### config.mk
export PLATFORM = sky130hd
export DESIGN_NAME = x2z_mac_array
export DESIGN_NICKNAME = d
export VERILOG_FILES = /design/src/rtl/x2z_mac_array.sv
export SDC_FILE = /design/constraint.sdc
export NUM_CORES = 1
export LEC_CHECK = 0
export ABC_AREA = 1
export BUFFER_PORTS_ARGS = -buffer_cell sky130_fd_sc_hd__buf_2
export CORE_MARGIN = 2
export CORE_UTILIZATION = 51
export DETAILED_ROUTE_END_ITERATION = 8
export PLACE_DENSITY = 0.68
export SLEW_MARGIN = 20
export SYNTH_ARGS = -nofsm -noshare
export SYNTH_HDL_FRONTEND = slang
export SYNTH_SLANG_ARGS = --single-unit
export TNS_END_PERCENT = 30
### constraint.sdc
create_clock -name clk -period 8.7 [get_ports clk]
set_input_delay 1.74 -clock clk [delete_from_list [all_inputs] [get_ports clk]]
set_output_delay 1.74 -clock clk [all_outputs]
set_load 0.005 [all_outputs]
### src/rtl/x2z_mac_array.sv
// Streaming signed MAC array: NUM_PE lanes accumulate +/- coefficient*x over BLOCK_LEN-sample blocks.
// Optional saturating accumulation is enabled by defining X2Z_MAC_ARRAY_SATURATE_EN.
module x2z_mac_array #(
    parameter int DATA_WIDTH = 8,
    parameter int COEF_WIDTH = 8,
    parameter int NUM_PE     = 4,
    parameter int BLOCK_LEN  = 8,
    parameter int ACC_WIDTH  = 20
) (
    input  logic                                 clk,
    input  logic                                 rst_n,
    input  logic [NUM_PE-1:0][COEF_WIDTH-1:0]    coefficient,
    input  logic                                 clear,
    input  logic                                 in_valid,
    output logic                                 in_ready,
    input  logic [DATA_WIDTH-1:0]                x,
    input  logic                                 sum_diff_sel,
    output logic                                 out_valid,
    input  logic                                 out_ready,
    output logic [NUM_PE-1:0][ACC_WIDTH-1:0]     z
);
    localparam int CNT_W  = $clog2(BLOCK_LEN);
    localparam int PROD_W = DATA_WIDTH + COEF_WIDTH;
    localparam int WIDE_W = ACC_WIDTH + 1;
    localparam logic [CNT_W-1:0] LAST = CNT_W'(BLOCK_LEN - 1);

    // Handshakes: a transfer happens on a rising edge where valid && ready are both high;
    // valid never depends on ready, and producers hold data stable until the transfer.
    typedef enum logic {ACC, STALL} state_t;

    state_t                             state;
    logic                               run;
    logic [CNT_W-1:0]                   sample_cnt;
    logic [NUM_PE-1:0][COEF_WIDTH-1:0]  coef_shadow;
    logic [NUM_PE-1:0][ACC_WIDTH-1:0]   acc;
    logic [NUM_PE-1:0][ACC_WIDTH-1:0]   acc_next;
    logic                               at_last;
    logic                               out_fire;
    logic                               stall_req;
    logic                               accept;

    assign at_last   = (sample_cnt == LAST);
    assign out_fire  = out_valid && out_ready;
    // The final sample of a block waits while the previous result is still unclaimed.
    assign stall_req = at_last && out_valid && !out_ready;
    assign in_ready  = run && (state == ACC) && !stall_req;
    assign accept    = in_valid && in_ready && !clear;

    for (genvar k = 0; k < NUM_PE; k++) begin : g_pe
        logic signed [COEF_WIDTH-1:0] coef_use;
        logic signed [PROD_W-1:0]     prod;
        logic signed [WIDE_W-1:0]     acc_ext;
        logic signed [WIDE_W-1:0]     term_ext;
        logic signed [WIDE_W-1:0]     sum_wide;
        logic [ACC_WIDTH-1:0]         nxt;

        // First sample of a block uses the live coefficient, the rest use the shadow copy.
        assign coef_use = (sample_cnt == '0) ? coefficient[k] : coef_shadow[k];
        assign prod     = PROD_W'($signed(x)) * PROD_W'(coef_use);
        assign acc_ext  = WIDE_W'($signed(acc[k]));
        assign term_ext = WIDE_W'(prod);
        assign sum_wide = sum_diff_sel ? (acc_ext - term_ext) : (acc_ext + term_ext);

`ifdef X2Z_MAC_ARRAY_SATURATE_EN
        always_comb begin
            nxt = sum_wide[ACC_WIDTH-1:0];
            if (sum_wide[ACC_WIDTH] != sum_wide[ACC_WIDTH-1]) begin
                nxt = sum_wide[ACC_WIDTH] ? {1'b1, {(ACC_WIDTH-1){1'b0}}}
                                          : {1'b0, {(ACC_WIDTH-1){1'b1}}};
            end
        end
`else
        assign nxt = sum_wide[ACC_WIDTH-1:0];
`endif

        assign acc_next[k] = nxt;
    end

    always_ff @(posedge clk or negedge rst_n) begin
        if (!rst_n) begin
            run         <= 1'b0;
            state       <= ACC;
            sample_cnt  <= '0;
            coef_shadow <= '0;
            acc         <= '0;
            z           <= '0;
            out_valid   <= 1'b0;
        end else begin
            run <= 1'b1;
            if (out_fire) begin
                out_valid <= 1'b0;
            end
            if (clear) begin
                acc        <= '0;
                sample_cnt <= '0;
            end else if (accept) begin
                if (sample_cnt == '0) begin
                    coef_shadow <= coefficient;
                end
                if (at_last) begin
                    z          <= acc_next;
                    out_valid  <= 1'b1;
                    acc        <= '0;
                    sample_cnt <= '0;
                end else begin
                    acc        <= acc_next;
                    sample_cnt <= sample_cnt + 1'b1;
                end
            end
            case (state)
                ACC:     if (stall_req && !clear) state <= STALL;
                STALL:   if (clear || out_fire) state <= ACC;
                default: state <= ACC;
            endcase
        end
    end
endmodule

* Word-level counts from Yosys, hierarchy flattened
Index checks and enable logic that the tools add are counted.
Cells by class: $add $sub $neg 9, multipliers 4, div/mod/pow operators 0, magnitude comparators 0, equal/unequal tests 1, shift-type cells 0, muxes and demuxes 21, bitwise operators 2, reduce and logical (&&, ||, !) cells 16
Operators with widths (number):
- $mux W80 | 3
- $add A20 B16 Y20 | 4
- $mux W20 | 4
- $sub A20 B16 Y20 | 4
- $mul A8 B8 Y16 | 4
- $mux W8 | 4
- $mux W3 | 3
- $logic_and A1 B1 Y1 | 8
- $mux W1 | 6
- $reduce_and A3 Y1 | 2
- $add A3 B1 Y3 const B | 1
- $eq A3 B3 Y1 const B | 1
- $logic_not A1 Y1 | 3
- $logic_not A3 Y1 | 1
- $not A1 Y1 | 2
- $pmux W1 S2 | 1
- $reduce_bool A2 Y1 | 1
- $logic_or A1 B1 Y1 | 1
Storage, ports and cells: register bits after elaboration 198, bits in latches 0, memory bits (writable) 0, ROM bits 0, output and inout bits 82, logic and storage cells 69, memories 0

* Depth between registers and ports, before layout
depth in word-level cells 9, depth in mapped cells 46, depth with buffers taken out 44

* Least setup slack after synthesis
Ideal clock, no wire load.
path type input port to flip-flop, start point in x[7], end point reg z[79] in the netlist's numbering, arrival 7.466 ns, setup slack 1.118 ns, stages on the path 37, path buffers 2, cell sequence clkbuf_1 -> clkinv_1 -> clkbuf_1 -> nor2_1 -> inv_1 -> fa_1 -> fa_1 -> inv_1 -> fa_1 -> inv_1 -> fa_1 -> inv_1 -> ha_1 -> nand2_1 -> inv_1 -> a21oi_1 -> nand3b_1 -> nand2_1 -> nand2_1 -> nor2_2 -> nand2_1 -> nand2_1 -> xor2_1 -> inv_1 -> ha_1 -> nand2_1 -> nor2_1 -> inv_1 -> nor3_1 -> nand3_1 -> nand3_1 -> xor2_1 -> inv_1 -> nand2_1 -> nand2_1 -> nand2_1 -> nand2_1
On the way: word-level cells in the longest chain between the ends 3, elaborated cells on any way between the ends 4
Ends and longest elaborated chain:
- start, declared | line 16 | input logic [DATA_WIDTH-1:0] x,
- $mul A8 B8 Y16 (*) | line 59 | assign prod = PROD_W'($signed(x)) * PROD_W'(coef_use);
- $add A20 B16 Y20 / $sub A20 B16 Y20 (equally long branches) | line 62 | assign sum_wide = sum_diff_sel ? (acc_ext - term_ext) : (acc_ext + term_ext);
- $mux W20 (*) | line 62
- end signal, assigned | line 101 | z <= acc_next;
- end, declared | line 20 | output logic [NUM_PE-1:0][ACC_WIDTH-1:0] z
Every way passes the cells marked *; elsewhere a longest branch is shown, timed or not. A chain may end at the register's enable or synchronous reset.

* Final worst setup path
start point in x[5], end point reg acc[79] in the netlist's numbering
On the way: word-level cells in the longest chain between the ends 6, elaborated cells on any way between the ends 7
Ends and longest elaborated chain:
- $mul A8 B8 Y16 (*) | line 59
- $add A20 B16 Y20 / $sub A20 B16 Y20 (equally long branches) | line 62
- $mux W20 (*) | line 62
- $mux W80 (*) | line 100 | if (at_last) begin
- $mux W80 (*) | line 96 | end else if (accept) begin
- $mux W80 (*) | line 93 | if (clear) begin
- end signal, assigned | line 106 | acc <= acc_next;
- end, declared | line 35 | logic [NUM_PE-1:0][ACC_WIDTH-1:0] acc;
Every way passes the cells marked *; elsewhere a longest branch is shown, timed or not. The select of a mux whose other input is x is not followed.

==> flow_summary_export.csv <==
group,metric,value,unit
place,hpwl,51000,um
setup_path,startpoint_type,"input port",
setup_path,crit_required,9.08,ns
sta,drv_slew,0,
logic_synthesis,synth_cells,3330,
place,portBuffers,127,
logic_synthesis,synth_common_cells,"811 x nand2_1, 630 x inv_1, 329 x nor2_1, 224 x fa_1, 199 x ha_1",
detailed_routing,avgRoutedWirePerCell,15.6,um
floorplan,die_width,222,um
status,outcome,"completed",
detailed_routing,drt-total-wl,63300,um
logic_synthesis,synth_area_leaders,"dfrtp_1 20%, fa_1 18%, nand2_1 13%",
floorplan,start_util,51.9,%
setup_path,crit_path_end_kind,"flip-flop",
global_route,track_usage,26.4,%
logic_synthesis,synth_edf_count,0,
sta,tightest_slew,1.05,ns
floorplan,pin_count,128,
finish,antenna_cells,0,
finish,drive_gt1_share,9.37,%
setup_path,slowest_delay,0.53,ns
logic_synthesis,synth.top_cell.area_share,20.4,%
detailed_routing,ant_nets,0,
flow_run,maxCapViolations,0,
detailed_routing,viasPerCell,5.27,
hold_path,hp-class,"flip-flop to flip-flop",
clock_network,htree_levels,4,
global_route,grt_start_max_net_pins,99,
place,globalplace.congestion,0.912,
sta,fmax,129,MHz
setup_path,slowest_stage,"fa_1",
setup_path,crit_fanout,12,
detailed_routing,via_count,21400,
detailed_routing,dr.pass1.iters,5,
clock_network,cts_tree,"done",
logic_synthesis,ys_ff_latch,198,
sta,period_minus_slack,7.75,ns
setup_path,critPathKind,"input port to flip-flop",
finish,syn_to_final_growth,8.42,%
global_route,grt_pass1_wl,106000,um
place,placedCellCount,4034,
detailed_routing,first_iter_violations,1429,
sta,rsz0062_at_grt,"false",
clock_network,numCtsBuffers,17,
finish,nets,3915,
sta,timing.final.crit_share,89.1,%
floorplan,core-area,46800,um^2
clock_network,cts.clk_slew.worst_paths,0.08,ns
detailed_routing,drcViolationCount,0,
logic_synthesis,synth.most_common_cell,"nand2_1",
sta,setup_violations,0,
logic_synthesis,seq_area_frac_synth,20.4,%
logic_synthesis,synth_cell_types,50,
clock_network,cts-root-buf,"clkbuf_16",
clock_network,holdBufCountCts,0,
logic_synthesis,syn_area_per_cell,7.28,um^2
finish,final_cells,4066,
finish,fill_cells,4412,
sta,hold_viol_final,0,
clock_network,clk_latency,0.50,ns
logic_synthesis,synth_nets,3799,
setup_path,crit_path_frequent_cell,"nand2_1",
floorplan,num_rows,79,
floorplan,die_area,49300,um^2
logic_synthesis,synth_warnings,0,
global_route,grt_antenna_before_repair,0,
clock_network,post_cts_resized,0,
setup_path,critical_path_arrival,8.13,ns
global_route,first_global_vias,21100,
sta,slew_headroom,29.5,%
sta,skew,0.0146,ns
logic_synthesis,postSynth.asyncResetShare,100,%
logic_synthesis,synth_ff_type,"dfrtp_1",
global_route,grt.overflow.total,0,
logic_synthesis,synth_area_leader_cell,"dfrtp_1",
logic_synthesis,synth_area,24300,um^2
floorplan,die-height,222,um
sta,fin_setup_tns,0,ns
clock_network,clockBufferDepth,2,
clock_network,clock_sinks,198,
clock_network,post_cts_buffers,0,
## cells by family after synthesis
logic type | Yosys count | synth area share (%)
compound gates | 391 | 8.98
xor+xnor | 107 | 3.93
fa+ha+maj | 423 | 28.8
buf+inv | 724 | 11.4
flops | 198 | 20.4
mux | 12 | 0.557
other cells | 1 | 0.0155
simple gates | 1474 | 25.9
## routing by layer
metal / up-vias / share of wire, % / track usage (%)
li1: 10600 / - / -
met4: 0 / 1.4 / 5.80
met5: - / 0 / 0
met1: 10200 / 48 / 38.0
met3: 63 / 6.8 / 4.74
met2: 598 / 44 / 41.4
## metrics by stage
step / hold WS, ns / util [%] / instance area, um^2 / setup WS, ns
after floorplan: 0.423 / - / 24300 / 1.12
after global placement: 0.437 / 55.0 / 25700 / 0.502
after detailed placement: 0.452 / 55.0 / 25700 / 0.486
after CTS: 0.465 / 56.2 / 26300 / 1.02
after global routing: 0.499 / 56.2 / 26300 / 0.321
final: 0.461 / 56.2 / 26300 / 0.945
## final cells by class
| cell class | count | area, um^2 | area share, % |
|---|---|---|---|
| Timing Repair Buffer | 174 | 1020 | 3.89 |
| Clock buffer | 18 | 429 | 1.63 |
| Multi-Input combinational cell | 2408 | 16500 | 62.9 |
| Sequential cell | 198 | 4950 | 18.8 |
| Inverter | 647 | 2430 | 9.24 |
| Tap cell | 607 | 759 | 2.89 |
| Clock inverter | 14 | 163 | 0.619 |
## cells in the final DEF (no fill, tap or decap), drive strengths merged, types with 16 or more instances in the layout
cell type,count
nand3b,22
dfrtp,198
nor3,18
clkbuf,19
inv,646
buf,173
nand3,167
nand4,35
xor2,67
ha,199
o21ai,168
xnor2,40
nand2,833
nor2,343
a21oi,147
o21a,16
fa,224
or2,41
## final timing paths
path	start	to	slack, ns	cells after the start
max in group asynchronous	rst_n	coef_shadow[12]	6.16	2
min in group asynchronous	rst_n	z[41]	1.29	1
worst min-delay path	state	state	0.46	1
worst max register to register	sample_cnt[0]	acc[79]	1.16	37
worst min register to register	state	state	0.46	1
worst max-delay path	x[5]	acc[79]	0.95	38
## critical path: cells and delay by family
kind | cells | cell delay [ns]
fa+ha+maj | 6 | 2.76
simple gates | 20 | 2.09
buf+inv | 10 | 1.11
xor+xnor | 2 | 0.44
## registers in the layout (all words and copies together), names as in the netlist
name and count:
coef_shadow 32, acc 80, state 1, run 1
out_valid 1, sample_cnt 3, z 80
Power is left out: the tool's default activity adds up to more than one toggle a clock period on the data nets, which glitch-free logic cannot reach.
